$ cat src/rtl/ps2_key_rx_if.sv
// Decoded-key event bundle between the PS/2 receiver (master) and game input logic (slave).
interface ps2_key_rx_if #(
    parameter int NUM_KEYS = 8
);
    logic [NUM_KEYS-1:0] keys;
    logic                code_valid;
    logic [7:0]          code;
    logic                code_ext;
    logic                code_brk;
    logic                frame_err;

    modport master (
        output keys, code_valid, code, code_ext, code_brk, frame_err
    );

    modport slave (
        input keys, code_valid, code, code_ext, code_brk, frame_err
    );
endinterface

$ cat src/rtl/ps2_key_rx.sv
// PS/2 keyboard receiver: deglitch, deframe, E0/F0 prefix tracking, per-key held bits.
// Optional build macro PS2_PARITY_CHECK_EN makes odd-parity mismatches fail the frame.
module ps2_key_rx #(
    parameter int NUM_KEYS    = 8,
    parameter int FILTER_LEN  = 8,
    parameter int TIMEOUT_CYC = 200000,
    parameter logic [NUM_KEYS*9-1:0] KEY_CODES = {9'h11D, 9'h114, 9'h029, 9'h02D,
                                                  9'h01D, 9'h023, 9'h01C, 9'h01B}
) (
    input  logic          clk,
    input  logic          rst,
    input  logic          ps2_clk,
    input  logic          ps2_data,
    ps2_key_rx_if.master  evt
);
    localparam int TW = $clog2(TIMEOUT_CYC + 1);
    localparam logic [TW-1:0] TMO_LAST = TW'(TIMEOUT_CYC - 1);

    typedef enum logic [1:0] {IDLE = 2'd0, DATA = 2'd1, PARITY = 2'd2, STOP = 2'd3} state_t;

    function automatic logic odd_parity_ok(input logic [8:0] v);
        return ^v;
    endfunction

    logic [1:0]            clk_sync_q, clk_sync_d, data_sync_q, data_sync_d;
    logic [FILTER_LEN-1:0] clk_shr_q, clk_shr_d, data_shr_q, data_shr_d;
    logic                  clk_filt_q, clk_filt_d, data_filt_q, data_filt_d;
    logic                  clk_prev_q, clk_prev_d;
    logic                  fall_s, tmo_s, par_ok_s;
    state_t                state_q, state_d;
    logic [2:0]            bit_cnt_q, bit_cnt_d;
    logic [7:0]            shift_q, shift_d;
    logic [TW-1:0]         to_cnt_q, to_cnt_d;
    logic                  ext_pend_q, ext_pend_d, brk_pend_q, brk_pend_d;
    logic [NUM_KEYS-1:0]   keys_q, keys_d;
    logic [7:0]            code_q, code_d;
    logic                  code_ext_q, code_ext_d, code_brk_q, code_brk_d;
    logic                  code_valid_q, code_valid_d, frame_err_q, frame_err_d;
`ifdef PS2_PARITY_CHECK_EN
    logic                  par_q, par_d;
`endif

    // Synchronise both pins, then require FILTER_LEN agreeing samples before the level moves.
    always_comb begin
        clk_sync_d  = {clk_sync_q[0], ps2_clk};
        data_sync_d = {data_sync_q[0], ps2_data};
        clk_shr_d   = {clk_shr_q[FILTER_LEN-2:0], clk_sync_q[1]};
        data_shr_d  = {data_shr_q[FILTER_LEN-2:0], data_sync_q[1]};
        clk_prev_d  = clk_filt_q;
        if (&clk_shr_d)       clk_filt_d = 1'b1;
        else if (~|clk_shr_d) clk_filt_d = 1'b0;
        else                  clk_filt_d = clk_filt_q;
        if (&data_shr_d)       data_filt_d = 1'b1;
        else if (~|data_shr_d) data_filt_d = 1'b0;
        else                   data_filt_d = data_filt_q;
    end

    assign fall_s = clk_prev_q & ~clk_filt_q;
    assign tmo_s  = (state_q != IDLE) && (to_cnt_q == TMO_LAST);

`ifdef PS2_PARITY_CHECK_EN
    assign par_ok_s = odd_parity_ok({shift_q, par_q});
`else
    assign par_ok_s = 1'b1;
`endif

    // Deframing FSM, timeout, prefix tracking and key table update.
    always_comb begin
        state_d      = state_q;
        bit_cnt_d    = bit_cnt_q;
        shift_d      = shift_q;
        ext_pend_d   = ext_pend_q;
        brk_pend_d   = brk_pend_q;
        keys_d       = keys_q;
        code_d       = code_q;
        code_ext_d   = code_ext_q;
        code_brk_d   = code_brk_q;
        code_valid_d = 1'b0;
        frame_err_d  = 1'b0;
`ifdef PS2_PARITY_CHECK_EN
        par_d        = par_q;
`endif
        if ((state_q == IDLE) || fall_s) to_cnt_d = {TW{1'b0}};
        else                             to_cnt_d = to_cnt_q + TW'(1);

        // The timeout takes priority over a coincident falling edge.
        if (tmo_s) begin
            frame_err_d = 1'b1;
            state_d     = IDLE;
            ext_pend_d  = 1'b0;
            brk_pend_d  = 1'b0;
            to_cnt_d    = {TW{1'b0}};
        end else if (fall_s) begin
            case (state_q)
                IDLE: begin
                    if (!data_filt_q) begin
                        state_d   = DATA;
                        bit_cnt_d = 3'd0;
                    end else begin
                        state_d = IDLE;
                    end
                end
                DATA: begin
                    shift_d   = {data_filt_q, shift_q[7:1]};
                    bit_cnt_d = bit_cnt_q + 3'd1;
                    if (bit_cnt_q == 3'd7) state_d = PARITY;
                    else                   state_d = DATA;
                end
                PARITY: begin
`ifdef PS2_PARITY_CHECK_EN
                    par_d = data_filt_q;
`endif
                    state_d = STOP;
                end
                STOP: begin
                    state_d = IDLE;
                    if (data_filt_q && par_ok_s) begin
                        if (shift_q == 8'hE0) begin
                            ext_pend_d = 1'b1;
                        end else if (shift_q == 8'hF0) begin
                            brk_pend_d = 1'b1;
                        end else begin
                            code_d       = shift_q;
                            code_ext_d   = ext_pend_q;
                            code_brk_d   = brk_pend_q;
                            code_valid_d = 1'b1;
                            ext_pend_d   = 1'b0;
                            brk_pend_d   = 1'b0;
                            for (int i = 0; i < NUM_KEYS; i++) begin
                                if (KEY_CODES[i*9 +: 9] == {ext_pend_q, shift_q}) keys_d[i] = !brk_pend_q;
                                else                                              keys_d[i] = keys_q[i];
                            end
                        end
                    end else begin
                        frame_err_d = 1'b1;
                        ext_pend_d  = 1'b0;
                        brk_pend_d  = 1'b0;
                    end
                end
                default: state_d = IDLE;
            endcase
        end else begin
            state_d = state_q;
        end
    end

    // State and output registers; lines idle high after reset.
    always_ff @(posedge clk or posedge rst) begin
        if (rst) begin
            clk_sync_q   <= 2'b11;
            data_sync_q  <= 2'b11;
            clk_shr_q    <= {FILTER_LEN{1'b1}};
            data_shr_q   <= {FILTER_LEN{1'b1}};
            clk_filt_q   <= 1'b1;
            data_filt_q  <= 1'b1;
            clk_prev_q   <= 1'b1;
            state_q      <= IDLE;
            bit_cnt_q    <= 3'd0;
            shift_q      <= 8'h00;
            to_cnt_q     <= {TW{1'b0}};
            ext_pend_q   <= 1'b0;
            brk_pend_q   <= 1'b0;
            keys_q       <= {NUM_KEYS{1'b0}};
            code_q       <= 8'h00;
            code_ext_q   <= 1'b0;
            code_brk_q   <= 1'b0;
            code_valid_q <= 1'b0;
            frame_err_q  <= 1'b0;
`ifdef PS2_PARITY_CHECK_EN
            par_q        <= 1'b0;
`endif
        end else begin
            clk_sync_q   <= clk_sync_d;
            data_sync_q  <= data_sync_d;
            clk_shr_q    <= clk_shr_d;
            data_shr_q   <= data_shr_d;
            clk_filt_q   <= clk_filt_d;
            data_filt_q  <= data_filt_d;
            clk_prev_q   <= clk_prev_d;
            state_q      <= state_d;
            bit_cnt_q    <= bit_cnt_d;
            shift_q      <= shift_d;
            to_cnt_q     <= to_cnt_d;
            ext_pend_q   <= ext_pend_d;
            brk_pend_q   <= brk_pend_d;
            keys_q       <= keys_d;
            code_q       <= code_d;
            code_ext_q   <= code_ext_d;
            code_brk_q   <= code_brk_d;
            code_valid_q <= code_valid_d;
            frame_err_q  <= frame_err_d;
`ifdef PS2_PARITY_CHECK_EN
            par_q        <= par_d;
`endif
        end
    end

    assign evt.keys       = keys_q;
    assign evt.code       = code_q;
    assign evt.code_ext   = code_ext_q;
    assign evt.code_brk   = code_brk_q;
    assign evt.code_valid = code_valid_q;
    assign evt.frame_err  = frame_err_q;
endmodule

$ cat src/flat_wrapper.sv
// flat-port wrapper written by rule: the top's interface ports become plain ports
module ps2_key_rx_flat 
#(
    parameter int NUM_KEYS    = 8,
    parameter int FILTER_LEN  = 8,
    parameter int TIMEOUT_CYC = 200000,
    parameter logic [NUM_KEYS*9-1:0] KEY_CODES = {9'h11D, 9'h114, 9'h029, 9'h02D,
                                                  9'h01D, 9'h023, 9'h01C, 9'h01B}
)
  (clk, rst, ps2_clk, ps2_data, evt_keys, evt_code_valid, evt_code, evt_code_ext, evt_code_brk, evt_frame_err);
  ps2_key_rx_if #(.NUM_KEYS(NUM_KEYS)) evt_i ();
  input  logic clk;
  input  logic rst;
  input  logic ps2_clk;
  input  logic ps2_data;
  output wire logic [$bits(evt_i.keys)-1:0] evt_keys;
  output wire logic [$bits(evt_i.code_valid)-1:0] evt_code_valid;
  output wire logic [$bits(evt_i.code)-1:0] evt_code;
  output wire logic [$bits(evt_i.code_ext)-1:0] evt_code_ext;
  output wire logic [$bits(evt_i.code_brk)-1:0] evt_code_brk;
  output wire logic [$bits(evt_i.frame_err)-1:0] evt_frame_err;
  assign evt_keys = evt_i.keys;
  assign evt_code_valid = evt_i.code_valid;
  assign evt_code = evt_i.code;
  assign evt_code_ext = evt_i.code_ext;
  assign evt_code_brk = evt_i.code_brk;
  assign evt_frame_err = evt_i.frame_err;
  ps2_key_rx #(.NUM_KEYS(NUM_KEYS), .FILTER_LEN(FILTER_LEN), .TIMEOUT_CYC(TIMEOUT_CYC), .KEY_CODES(KEY_CODES)) u_core (.clk(clk), .rst(rst), .ps2_clk(ps2_clk), .ps2_data(ps2_data), .evt(evt_i));
endmodule
$ cat config.mk
export PLATFORM = sky130hd
export DESIGN_NAME = ps2_key_rx_flat
export DESIGN_NICKNAME = d
export VERILOG_FILES = /design/src/rtl/ps2_key_rx_if.sv /design/src/rtl/ps2_key_rx.sv /design/src/flat_wrapper.sv
export SDC_FILE = /design/constraint.sdc
export NUM_CORES = 1
export LEC_CHECK = 0
export BUFFER_PORTS_ARGS = -buffer_cell sky130_fd_sc_hd__buf_2
export CAP_MARGIN = 10
export CORE_UTILIZATION = 45
export DETAILED_ROUTE_END_ITERATION = 10
export SLEW_MARGIN = 25
export SYNTH_ARGS = -nofsm -noshare
export SYNTH_HDL_FRONTEND = slang
export SYNTH_SLANG_ARGS = --single-unit
$ cat constraint.sdc
create_clock -name clk -period 2.2 [get_ports clk]
set_clock_uncertainty 0.05 [all_clocks]
set_input_delay 0.11 -clock clk [delete_from_list [all_inputs] [get_ports clk]]
set_output_delay 0.11 -clock clk [all_outputs]
set_load 0.02 [all_outputs]
Yosys cells after proc, flatten, opt, wreduce, memory -nomap -nowiden

Cells that the tools add are included.

Flip-flop bits (word level): 74
Latch bits: 0
Memory bits (writable): 0
Bits in read-only memories: 0
Input port bits: 4
Output and inout port bits: 20
Word-level logic and storage cells: 113
Memories: 0

Add/subtract/negate cells: 2
Multiply operators: 0
Div/mod/pow operators: 0
$lt $le $gt $ge: 0
Equality and inequality tests: 20
Shift-type cells: 0
Muxes and demuxes: 35
Bitwise gates (word level): 5
Reduce and logical (&&, ||, !) cells: 25

Operators by type and width:

| operator                                               | number |
|---|---|
| AND reduction 7 bit                                    | 8 |
| two-way mux 18 bit                                     | 2 |
| equality test 5 x 9 -> 1 bit (first input constant)    | 3 |
| equality test 6 x 9 -> 1 bit (first input constant)    | 3 |
| two-way mux 1 bit                                      | 27 |
| adder 18 x 1 -> 18 bit (second input constant)         | 1 |
| equality test 18 bit (second input constant)           | 1 |
| equality test 9 bit (first input constant)             | 2 |
| equality test 8 bit (second input constant)            | 2 |
| AND reduction 8 bit                                    | 2 |
| OR reduction 8 bit                                     | 2 |
| AND reduction 3 bit                                    | 3 |
| case mux 2 bit (4 select lines)                        | 1 |
| nonzero test 2 bit                                     | 4 |
| two-way mux 2 bit                                      | 3 |
| case mux 3 bit (2 select lines)                        | 1 |
| AND reduction 6 bit                                    | 1 |
| equality test 2 bit (second input constant)            | 2 |
| inequality test 2 x 1 -> 1 bit (second input constant) | 2 |
| inequality test 4 bit (second input constant)          | 1 |
| NOT 1 bit                                              | 4 |
| AND reduction 4 bit                                    | 1 |
| adder 3 x 1 -> 3 bit (second input constant)           | 1 |
| equality test 3 bit (second input constant)            | 1 |
| other kinds (9)                                        | 9 |

Logic depth before layout (Yosys ltp)

Depth after elaboration: 7
Gate-level depth with buffers: 8

Worst setup path before layout

OpenSTA, ideal clock, no wires.

Path kind: reg-to-reg
Start: register u_core.to_cnt_q[0]
End: register u_core.code_q[0] (netlist: u_core.evt.code[0])
Data arrival time: 1.846 ns
Path slack: 0.179 ns
Cell stages (with the launch flop): 8
Clock period less this slack: 2.021 ns
Cells stage by stage: dfrtp_1 -> ha_1 -> and3_1 -> nand3_1 -> nor3_4 -> nor3_1 -> buf_6 -> mux2_4

Longest elaborated chain between the ends: 4

RTL lines:

| what                          | RTL line          | RTL |
|---|---|---|
| start, declared               | ps2_key_rx.sv:33  | `logic [TW-1:0] to_cnt_q, to_cnt_d;` |
| start signal, assigned        | ps2_key_rx.sv:160 | `to_cnt_q <= {TW{1'b0}};` |
| start signal, assigned        | ps2_key_rx.sv:183 | `to_cnt_q <= to_cnt_d;` |
| equality test 18 bit          | ps2_key_rx.sv:59  | `assign tmo_s = (state_q != IDLE) && (to_cnt_q == TMO_LAST);` |
| logical AND 1 bit             | ps2_key_rx.sv:59  |  |
| NOT 1 bit (no line)           | --                |  |
| AND reduction 6 bit (no line) | --                |  |
| end signal, assigned          | ps2_key_rx.sv:187 | `code_q <= code_d;` |
| end, declared                 | ps2_key_rx.sv:36  | `logic [7:0] code_q, code_d;` |

No other way between the ends.
A chain may end at the register's enable or synchronous reset.

Worst setup path after layout

Start: register u_core.to_cnt_q[0]
End: register u_core.code_q[3] (netlist: u_core.evt.code[3])

Same word-level chain as after synthesis.

==> impl_metrics.env <==
export IMPL_clockBufferDepth=2
export IMPL_synth_area_sq_mm=0.00313
export IMPL_finalCritPeriodShare_pct=94.7
export IMPL_wl_per_cell_um=14.0
export IMPL_drv_cap=0
export IMPL_timing_final_hold_violations=0
export IMPL_io_buffer_count=23
export IMPL_place_area_sq_mm=0.00342
export IMPL_slew_headroom_pct=62.0
export IMPL_grt_max_degree=75
export IMPL_die_area_sq_mm=0.00729
export IMPL_ys_types=41
export IMPL_drive_gt1_share_pct=32.7
export IMPL_wl_met3_um=156
export IMPL_crit_fanout=11
export IMPL_syn_area_per_cell_sq_um=11.9
export IMPL_seq_area_frac_synth_pct=60.1
export IMPL_area_growth_pct=17.4
export IMPL_switching_share_pct=25.3
export IMPL_worstPathArrival_ns=2.26
export IMPL_worstReg2RegEnd="u_core.evt.code[3]"
export IMPL_ys_ff_latch=74
export IMPL_start_kind="register"
export IMPL_end_kind="register"
export IMPL_place_congestion=0.756
export IMPL_hpwl_um=3550
export IMPL_final_util_pct=54.3
export IMPL_grt_usage_pct=17.2
export IMPL_num_vias=2042
export IMPL_power_share_clock_pct=36.6
export IMPL_drtIter0Drc=144
export IMPL_final_setup_viol_count=0
export IMPL_ant_nets=0
export IMPL_rows=30
export IMPL_finalSetupTns_ns=0
export IMPL_hp_class="in2async"
export IMPL_seqPwrFrac_pct=53.4
export IMPL_synth_common_cells="53 x dfrtp_1, 27 x nor2_1, 21 x dfstp_2, 20 x nand2_1"
export IMPL_die_w_um=85.4
export IMPL_met1Wirelength_um=2800
export IMPL_syn_inst=262
export IMPL_synth_most_common_cell="dfrtp_1"
export IMPL_die_h_um=85.4
export IMPL_crit_type="reg2reg"
export IMPL_fillers=591
export IMPL_cts_tree="done"
export IMPL_ir_worst_vdd_uv=430
export IMPL_clkTransAtPathRegs_ns=0.07
export IMPL_avgViaCountPerCell=5.29
export IMPL_synth_edf_count=0
export IMPL_synth_top_area_cell="dfrtp_1"
export IMPL_p_int_mw=2.12
export IMPL_synthTopCellsByArea="dfrtp_1 42%, dfstp_2 18%, mux2_4 4.3%, mux2_2 3.2%, nor2_1 3.2%"
export IMPL_rsz0062_at_grt="false"
export IMPL_synth_top_area_share_pct=42.4
export IMPL_clkLatencyLatePin_ns=0.35
export IMPL_timing_critical_path_from="u_core.to_cnt_q[0]"
export IMPL_fin_crit_ns=2.08
export IMPL_timing_hold_ws_ns=0.307
export IMPL_outcome="completed"
export IMPL_reg2reg_slack_ns=0.12
export IMPL_core_sq_mm=0.00676
export IMPL_detail_route_first_pass_iterations=4
export IMPL_grt_remaining_overflow=0
export IMPL_p_switching_uw=715
export IMPL_grt_pass1_vias=2007
export IMPL_ys_flop_type="dfrtp_1"
export IMPL_worstPathRequired_ns=2.38
export IMPL_slew_viol_final=0
export IMPL_tightest_slew_ns=0.562
export IMPL_cts_sinks=74
export IMPL_antennaDiodeCount=0
export IMPL_combPwrFrac_pct=10.0
export IMPL_htreeDepth=3
export IMPL_ys_warn_count=0
export IMPL_wl_met2_um=2330
export IMPL_synth_nets=269
export IMPL_wl_um=5420
export IMPL_cts_made_buffers=9
export IMPL_final_cells=386
export IMPL_p_leak_nw=1.66
export IMPL_dp_cells=367
export IMPL_top_layer="met4"
export IMPL_reg2reg_depth=7
export IMPL_max_freq_mhz=480
export IMPL_initial_core_util_pct=46.3
export IMPL_rr_startpoint="u_core.to_cnt_q[0]"
export IMPL_io_pins=24
export IMPL_antenna_found_initial=0
export IMPL_cts_root_buf="clkbuf_8"
export IMPL_powerDensity_mw_per_mm2=771
export IMPL_finalNetCount=308
export IMPL_remaining_drc_errors=0
export IMPL_fin_area_sq_mm=0.00367
export IMPL_async_flop_share_pct=100
export IMPL_grt_pass1_wl_um=9590
state kept, by name, indices dropped and copies added, names as in the netlist, 2 cells and up:
signal	count
u_core.data_sync_q	2
u_core.bit_cnt_q	3
u_core.data_shr_q	7
u_core.state_q	2
u_core.evt.keys	8
u_core.clk_shr_q	7
u_core.to_cnt_q	18
u_core.clk_sync_q	2
u_core.evt.code	8
u_core.shift_q	8
worst max-delay path by stage:
stage	endpoint	slack (ns)	cells after the start
final	u_core.evt.code[3]	0.12	7
after global routing	u_core.evt.code[3]	0.01	7
after CTS	u_core.shift_q[6]	0.09	6
after detailed placement	u_core.shift_q[6]	0.09	6
after global placement	u_core.shift_q[6]	0.13	6
after floorplan	u_core.evt.code[0]	0.18	7
repair_timing:
item,4_1_cts,5_1_grt
hold buffers,3,0
gates resized for setup,0,4
buffers inserted,0,0
setup endpoints to repair,0,5
endpoints found under the hold margin,55,0
cell type report:
type | count | area, sq um | area share (%)
Inverter | 11 | 41.3 | 1.13
Multi-Input combinational cell | 168 | 1190 | 32.5
Clock inverter | 6 | 56.3 | 1.53
Clock buffer | 10 | 138 | 3.75
Timing Repair Buffer | 37 | 265 | 7.23
Sequential cell | 74 | 1880 | 51.2
Tap cell | 80 | 100 | 2.73
critical path: stages, from the launching register on:
cell	delay, ns
dfrtp_1	0.41
ha_1	0.25
and3_1	0.21
nand3_1	0.18
nor3_4	0.08
nor3_2	0.27
buf_12	0.19
mux2_2	0.33
logic make-up (layout without fill, tap and decap cells):
kind of cell | after synthesis | count (layout) | synth area share (%)
and+or+nand+nor | 102 | 102 | 17.5
xor gates and xnor gates | 15 | 15 | 4.20
adders and majority gates | 3 | 3 | 1.20
muxes | 23 | 23 | 9.16
AOI/OAI and AO/OA | 25 | 25 | 5.04
buffers and inverters | 20 | 64 | 2.84
DFF | 74 | 74 | 60.1
power groups by stage:
stage / Combinational [mW] / Clock, mW / Sequential, mW
floorplan: 0.188 / 0 / 1.51
finish: 0.282 / 1.04 / 1.51
global placement: 0.268 / 0 / 1.54
detailed placement: 0.270 / 0 / 1.54
global route: 0.323 / 1.12 / 1.52
CTS: 0.276 / 1.07 / 1.51
stage by stage:
step | total power [mW] | worst slack (ns)
detailed placement | 1.81 | 0.0946
floorplan | 1.70 | 0.179
finish | 2.83 | 0.118
global placement | 1.80 | 0.130
global route | 2.97 | 0.0128
CTS | 2.86 | 0.0890
placed cells by master (no fill, tap or decap), types with 3 or more instances in the layout:
master,count
dfrtp_1,53
nor2_1,27
buf_2,23
dfstp_2,21
nand2_1,20
o21ai_0,11
inv_1,10
clkbuf_8,10
mux2_4,9
mux2_2,9
xnor2_1,9
nand3_1,8
buf_4,8
nand4_1,7
nor4_1,7
nor3_1,6
xor2_1,6
mux2i_1,5
nor2b_1,4
o41ai_1,4
nor4b_1,3
a21oi_1,3
or3_1,3
o31ai_1,3
ha_1,3
clkinv_2,3
dlygate4sd3_1,3
buf_12,3
routing by layer:
metal / vias up / track usage (%)
li1: 999 / -
met1: 1002 / 25.0
met2: 29 / 23.3
met3: 12 / 4.47
met4: 0 / 9.85
met5: - / 0
Power figures use the tool's default switching activity.
